===== src/rtl/bram_pkg.sv =====
// ============================================================================
// Module   : bram_pkg
// Brief    : Shared widths, ownership-state encoding and read-tag type for the
//            bram port arbiter.
// Revision : 1.0
// ============================================================================
`default_nettype none

package bram_pkg;

    localparam int BRAM_DATA_W = 16;
    localparam int BRAM_ADDR_W = 10;

    typedef logic [1:0] own_state_t;

    localparam own_state_t ARB  = 2'd0;
    localparam own_state_t OWN0 = 2'd1;
    localparam own_state_t OWN1 = 2'd2;

    // One stage of the read-return tag pipeline
    typedef struct packed {
        logic valid;
        logic id;
    } rd_tag_t;

endpackage

`default_nettype wire


===== src/rtl/rr_pick2.sv =====
// ============================================================================
// Module   : rr_pick2
// Brief    : Combinational two-way round-robin picker; on conflict the
//            requester that did not win most recently is chosen.
// Revision : 1.0
// ============================================================================
`default_nettype none

module rr_pick2 (
    input  logic [1:0] req,
    input  logic       last,
    output logic       win_valid,
    output logic       win_id
);

    always_comb begin
        win_valid = |req;
        case (req)
            2'b10:   win_id = 1'b1;
            2'b11:   win_id = ~last;
            default: win_id = 1'b0;
        endcase
    end

endmodule

`default_nettype wire


===== src/rtl/bram_port_arbiter.sv =====
// ============================================================================
// Module   : bram_port_arbiter
// Brief    : Shares one bram port between two requesters with round-robin
//            arbitration, optional lock ownership and tagged read return.
// Revision : 1.0
// ============================================================================
`default_nettype none

module bram_port_arbiter
    import bram_pkg::*;
#(
    parameter int DATA_W = BRAM_DATA_W,
    parameter int ADDR_W = BRAM_ADDR_W
) (
    input  logic              clk,
    input  logic              reset,
    input  logic              req0,
    input  logic              req1,
    input  logic              we0,
    input  logic              we1,
    input  logic              lock0,
    input  logic              lock1,
    input  logic [ADDR_W-1:0] addr0,
    input  logic [ADDR_W-1:0] addr1,
    input  logic [DATA_W-1:0] wdata0,
    input  logic [DATA_W-1:0] wdata1,
    output logic              gnt0,
    output logic              gnt1,
    output logic              rvalid0,
    output logic              rvalid1,
    output logic [DATA_W-1:0] rdata,
    output logic [ADDR_W-1:0] mem_addr,
    output logic [DATA_W-1:0] mem_din,
    output logic              mem_we,
    input  logic [DATA_W-1:0] mem_q
);

    own_state_t        r_state;
    own_state_t        w_state_nxt;
    logic              r_last;
    logic [1:0]        w_req_elig;
    logic              w_win_valid;
    logic              w_win_id;
    logic              w_win_we;
    logic              w_win_lock;
    logic [ADDR_W-1:0] w_win_addr;
    logic [DATA_W-1:0] w_win_wdata;

    logic              r_gnt0;
    logic              r_gnt1;
    logic [ADDR_W-1:0] r_mem_addr;
    logic [DATA_W-1:0] r_mem_din;
    logic              r_mem_we;
    rd_tag_t           r_tag1;
    rd_tag_t           r_tag2;

    rr_pick2 u_pick (
        .req       (w_req_elig),
        .last      (r_last),
        .win_valid (w_win_valid),
        .win_id    (w_win_id)
    );

    assign w_win_we    = w_win_id ? we1    : we0;
    assign w_win_lock  = w_win_id ? lock1  : lock0;
    assign w_win_addr  = w_win_id ? addr1  : addr0;
    assign w_win_wdata = w_win_id ? wdata1 : wdata0;

    always_ff @(posedge clk) begin
        if (reset) begin
            r_state <= ARB;
        end else begin
            r_state <= w_state_nxt;
        end
    end

    always_comb begin
        w_state_nxt = r_state;
        if (w_win_valid) begin
            if (w_win_lock) begin
                w_state_nxt = w_win_id ? OWN1 : OWN0;
            end else begin
                w_state_nxt = ARB;
            end
        end else begin
            // No winner while owned means the owner's req is low: release unless still locking
            case (r_state)
                OWN0:    if (!lock0) w_state_nxt = ARB;
                OWN1:    if (!lock1) w_state_nxt = ARB;
                ARB:     w_state_nxt = ARB;
                default: w_state_nxt = ARB;
            endcase
        end
    end

    always_comb begin
        case (r_state)
            ARB:     w_req_elig = {req1, req0};
            OWN0:    w_req_elig = {1'b0, req0};
            OWN1:    w_req_elig = {req1, 1'b0};
            default: w_req_elig = 2'b00;
        endcase
    end

    always_ff @(posedge clk) begin
        if (reset) begin
            r_last     <= 1'b1;
            r_gnt0     <= 1'b0;
            r_gnt1     <= 1'b0;
            r_mem_addr <= '0;
            r_mem_din  <= '0;
            r_mem_we   <= 1'b0;
            r_tag1     <= '0;
            r_tag2     <= '0;
        end else begin
            r_gnt0       <= w_win_valid & ~w_win_id;
            r_gnt1       <= w_win_valid &  w_win_id;
            r_tag1.valid <= w_win_valid & ~w_win_we;
            r_tag1.id    <= w_win_id;
            r_tag2       <= r_tag1;
            if (w_win_valid) begin
                r_last     <= w_win_id;
                r_mem_addr <= w_win_addr;
                r_mem_din  <= w_win_wdata;
                r_mem_we   <= w_win_we;
            end else begin
                r_mem_we   <= 1'b0;
            end
        end
    end

    assign gnt0     = r_gnt0;
    assign gnt1     = r_gnt1;
    assign mem_addr = r_mem_addr;
    assign mem_din  = r_mem_din;
    assign mem_we   = r_mem_we;
    // Tag stage 2 lines up with the bram's registered q
    assign rvalid0  = r_tag2.valid & ~r_tag2.id;
    assign rvalid1  = r_tag2.valid &  r_tag2.id;
    assign rdata    = mem_q;

endmodule

`default_nettype wire


===== config.mk =====
export PLATFORM = sky130hd
export DESIGN_NAME = bram_port_arbiter
export DESIGN_NICKNAME = d
export VERILOG_FILES = /design/src/rtl/bram_pkg.sv /design/src/rtl/rr_pick2.sv /design/src/rtl/bram_port_arbiter.sv
export SDC_FILE = /design/constraint.sdc
export NUM_CORES = 1
export LEC_CHECK = 0
export BUFFER_PORTS_ARGS = -buffer_cell sky130_fd_sc_hd__buf_2
export CAP_MARGIN = 15
export CORE_MARGIN = 2
export CORE_UTILIZATION = 40
export CTS_BUF_LIST = sky130_fd_sc_hd__clkbuf_16
export CTS_CLUSTER_SIZE = 30
export DETAILED_ROUTE_END_ITERATION = 8
export PLACE_DENSITY = 0.86
export SLEW_MARGIN = 20
export SYNTH_ARGS = -nofsm -noshare
export SYNTH_HDL_FRONTEND = slang
export SYNTH_SLANG_ARGS = --single-unit

===== constraint.sdc =====
create_clock -name clk -period 1.9 [get_ports clk]
set_clock_uncertainty 0.15 [all_clocks]
set_input_delay 0.285 -clock clk [delete_from_list [all_inputs] [get_ports clk]]
set_output_delay 0.285 -clock clk [all_outputs]
set_load 0.03 [all_outputs]

; Yosys cells after proc, flatten, opt, wreduce, memory -nomap -nowiden
; Cells that the tools add are included.
[word_totals]
elab_cells = 43
inputBits = 76
reg_bits = 36
[op_classes]
bitwise = 10
n_eq_ne = 6
reduce_logical = 4
n_mux = 12
[op_table]
columns = cell, n
row1 = $mux W16, 1
row2 = $mux W10, 1
row3 = $mux W2, 5
row4 = $eq A2 B2 Y1 const B, 3
row5 = $ne A3 B3 Y1 const B, 2
row6 = $pmux W2 S3, 1
row7 = $and A1 B1 Y1, 5
row8 = $not A1 Y1, 5
row9 = $pmux W2 S2, 1
row10 = $reduce_or A2 Y1, 2
row11 = $eq A2 B1 Y1 const B, 1
row12 = $logic_not A2 Y1, 1
row13 = $mux W1, 2
row14 = $pmux W1 S2, 1
row15 = $reduce_and A2 Y1, 1

; Logic depth before layout (Yosys ltp)
[logic_depth]
depth_word = 7
mapped_depth = 5
depth_no_buf = 3

; Hierarchy
; From an unflattened synthesis, not the netlist that was laid out.
[unflattened]
cells_unflattened = 169
hier_area_um2 = 1671.6
[modules_own_cells]
columns = mod, area_each_um2, instances, cells_per_inst
row1 = bram_port_arbiter, 1657.8, 1, 167
row2 = rr_pick2, 13.8, 1, 2

; Least setup slack after synthesis
; Ideal clock, no wire load.
[synth_timing]
kind = input to register
startpoint = in req0
endpoint = reg r_mem_addr[6], in the netlist mem_addr[6]
required_time_ns = 1.691
t_arrival_ns = 1.264
path_stages = 5
slack_ns = 0.426
path_cell_list = nor2b_1 > buf_6 > a2111oi_4 > buf_6 > a221o_1
[synth_via]
elab_chain_cells = 4
elab_cells_between_ends = 6
classes_between = eq/ne: 2 / mux: 3 / reduce/logical: 1
[synth_rtl]
columns = item, line_no
row1 = "start, declared", bram_port_arbiter.sv:17  ; input logic req0,
row2 = $pmux W2 S3 (*), bram_port_arbiter.sv:97  ; case (r_state)
row3 = $eq A2 B2 Y1, rr_pick2.sv:18  ; case (req)
row4 = $pmux W1 S2, rr_pick2.sv:18
row5 = $mux W10, bram_port_arbiter.sv:66  ; assign w_win_addr = w_win_id ? addr1 : addr0;
row6 = "end signal, assigned", bram_port_arbiter.sv:123  ; r_mem_addr <= w_win_addr;
row7 = "end, declared", bram_port_arbiter.sv:51  ; logic [ADDR_W-1:0] r_mem_addr;
; Mark *: on every way between the ends. The rest lies on a longest branch, timed or not.
; A chain may end at the register's enable or synchronous reset.

; Worst setup path after layout
[layout_timing]
startpoint = reg r_state[0]
endpoint = reg r_mem_din[12], in the netlist mem_din[12]
[layout_via]
elab_chain_cells = 5
elab_cells_between_ends = 9
classes_between = eq/ne: 4 / mux: 3 / reduce/logical: 2
[layout_rtl]
columns = item, line_no
row1 = "start, declared", bram_port_arbiter.sv:38  ; own_state_t r_state;
row2 = "start signal, assigned", bram_port_arbiter.sv:73  ; r_state <= w_state_nxt;
row3 = $eq A2 B2 Y1 (tied with other cells), bram_port_arbiter.sv:97
row4 = $pmux W2 S3 (*), bram_port_arbiter.sv:97
row5 = $eq A2 B2 Y1, rr_pick2.sv:18
row6 = $pmux W1 S2, rr_pick2.sv:18
row7 = $mux W16, bram_port_arbiter.sv:67  ; assign w_win_wdata = w_win_id ? wdata1 : wdata0;
row8 = "end signal, assigned", bram_port_arbiter.sv:124  ; r_mem_din <= w_win_wdata;
row9 = "end, declared", bram_port_arbiter.sv:52  ; logic [DATA_W-1:0] r_mem_din;
; Marked as above.

==> impl_metrics.tcl <==
set metrics [dict create \
    r2r_cells 4 \
    grt-ovfl-total 0 \
    period_share_pct 79.72 \
    synth_xor_area_share_pct 0 \
    hp-start "lock1" \
    placed_area_um2 1969 \
    cp.arrival_ps 1520 \
    synthAdderAreaFrac_pct 0 \
    numCtsBuffers 5 \
    syn_inst 142 \
    grtUsageMet1_pct 17.71 \
    ys_seq_area_share_pct 43.70 \
    outcome "completed" \
    fin_setup_tns_ps 0 \
    rsz0062_at_grt "no" \
    startpoint_type "register" \
    syn_area_per_cell_um2 11.61 \
    cts_tree "built" \
    grt_pass1_wl_mm 5.540 \
    yosys_register_bits 36 \
    synthArstFlopShare_pct 0 \
    postRouteAntennaNets 0 \
    synth_edf_count 0 \
    gr-usage-met3_pct 5.099 \
    maxSlewHeadroom_pct 75.89 \
    max_freq_ghz 0.6602 \
    htreeDepth 2 \
    synth_nets 218 \
    yosys_warnings 0 \
    leakage_nw 0.9752 \
    hold_class "in -> reg" \
    setup_slack_ps 385.4 \
    synthSimpleGateAreaFrac_pct 17.98 \
    finalPower_mw 1.982 \
    yosys.cell_count.top_type "dfxtp_1" \
    required_ps 1900 \
    path_clk_slew_ps 50 \
    netlist.area_leader.share_pct 43.70 \
    timing.critical_path.depth 4 \
    worst_setup_path_end_kind "register" \
    finalHoldViolCount 0 \
    dr.pass1.iters 4 \
    tightest_slew_ps 352.6 \
    fin_area_um2 2102 \
    synth_flop_cell "dfxtp_1" \
    port_buffers 90 \
    yosys.cell_types.count 19 \
    synth_common_cells "dfxtp_1, nor4b_1, a221o_1, buf_4, buf_6" \
    slowest_stage "dfxtp_1" \
    p_per_area_nw_per_um2 943.1 \
    io-pin-count 123 \
    syn_area_um2 1649 \
    pre_cts_ws_ps 293.5 \
    drcViolationCount 0 \
    area_growth_pct 27.47 \
    die_h_um 68.21 \
    max_cap_viol_count 0 \
    wl_per_cell_um 14.32 \
    dr.first_iter.drc_count 59 \
    synth_top_family_by_area "compound AO/OA/AOI/OAI gates" \
    holdBufCountCts 0 \
    wirelength_mm 3.795 \
    cts_resized 0 \
    crit_path_cell_trace "nor2b_2 -> a211oi_4 -> buf_4 -> a221o_1" \
    cts.sinks 36 \
    fin_crit_ps 1515 \
    critical_path_class "reg -> reg" \
    grt_max_degree 28 \
    critPathBufInv 1 \
    die_area_um2 4653 \
    grt_pass1_vias 1295 \
    reg2reg_from "r_state[0]" \
    min_path_cells 2 \
    clock_latency_ps 270 \
    grt_use_total_pct 16.07 \
    endpoint "mem_din[12]" \
    synthTopCellsByArea "dfxtp_1, a221o_1, nor4b_1" \
    post_cts_buffers 0 \
    gp_routability_congestion 0.6524 \
    yosysTopAreaCell "dfxtp_1" \
    clockBufferDepth 2 \
    clock-root-buffer "clkbuf_16" \
    vias 1425 \
    drive_gt1_share_pct 49.77 \
    timing.rr.end "mem_din[12]" \
    nNetsFinal 291 \
    gr-usage-met2_pct 27.91 \
    initial_core_util_pct 41.52 \
    finalSetupViolations 0 \
    antenna_found_initial 0 \
    cpLargestDelayFamily "compound AO/OA/AOI/OAI gates" \
    finalMaxSlewViolations 0 \
    core_area_um2 3971 \
    fin_util_pct 52.93 \
    die_width_um 68.21 \
    viasPerCell 5.377 \
    busiest_layer "met2" \
    startpoint "r_state[0]" \
    synth_compound_area_share_pct 21.17 \
    dpl.hpwl_mm 2.803 \
    ir_worst_vdd_mv 0.4171 \
    regToRegSetupSlack_ps 390 \
    muxShareOfSynthArea_pct 0.6070 \
    cpPeakStageDelay_ps 370 \
    critPathMaxFanout 14 \
    diodes 0 \
    row_count 23 \
]
==> how the worst min path moves through the flow <==
stage	to	slack, ps
detailed placement	r_tag2[1]	270
CTS	r_state[1]	60
finish	r_state[1]	70
floorplan	r_state[0]	250
global route	r_state[1]	60
global placement	r_tag2[1]	270
==> area by class of cell <==
type / instances / area, µm²
Fill cell: 365 / 1869
Sequential cell: 36 / 720.7
Multi-Input combinational cell: 70 / 660.6
Timing Repair Buffer: 98 / 510.5
Clock buffer: 5 / 125.1
Tap cell: 50 / 62.56
Inverter: 4 / 15.01
Clock inverter: 2 / 7.507
==> layer usage <==
layer	wire, µm	up-vias
li1	-	684
met1	1533	667
met2	1914	68
met4	44	0
met3	304	6
met5	0	-
==> cell families after synthesis <==
kind of cell / after synthesis
AND/OR/NAND/NOR: 36
multiplexers: 1
AO/OA/AOI/OAI: 33
buffers and inverters: 36
flip-flops: 36
==> registers in the layout, indices dropped and copies added, names as in the netlist <==
| name | count |
|---|---|
| mem_din | 16 |
| mem_addr | 10 |
| r_state | 2 |
| r_tag1 | 2 |
| r_tag2 | 2 |
| gnt0 | 1 |
| gnt1 | 1 |
| mem_we | 1 |
| r_last | 1 |
==> power by group <==
part           switching [mW]  internal, mW
registers              0.0280         0.820
clock network           0.266         0.468
logic                   0.237         0.164
==> per-stage QoR <==
step / std cells / hold slack, ps
global placement: 258 / 268.8
floorplan: 142 / 252.8
global route: 265 / 63.13
detailed placement: 258 / 272.3
finish: 265 / 65.81
CTS: 265 / 62.47
==> cells in the final DEF, fill, tap and decap left out, types with 2 or more instances in the layout <==
cell,n
buf_4,8
nor2b_1,3
clkinv_1,2
a221o_1,26
a22o_1,2
clkbuf_16,5
buf_2,90
nor2b_2,2
dfxtp_1,36
nor4b_1,28
o21a_1,2
inv_1,4
No activity file was read; power rests on OpenSTA's default activity.
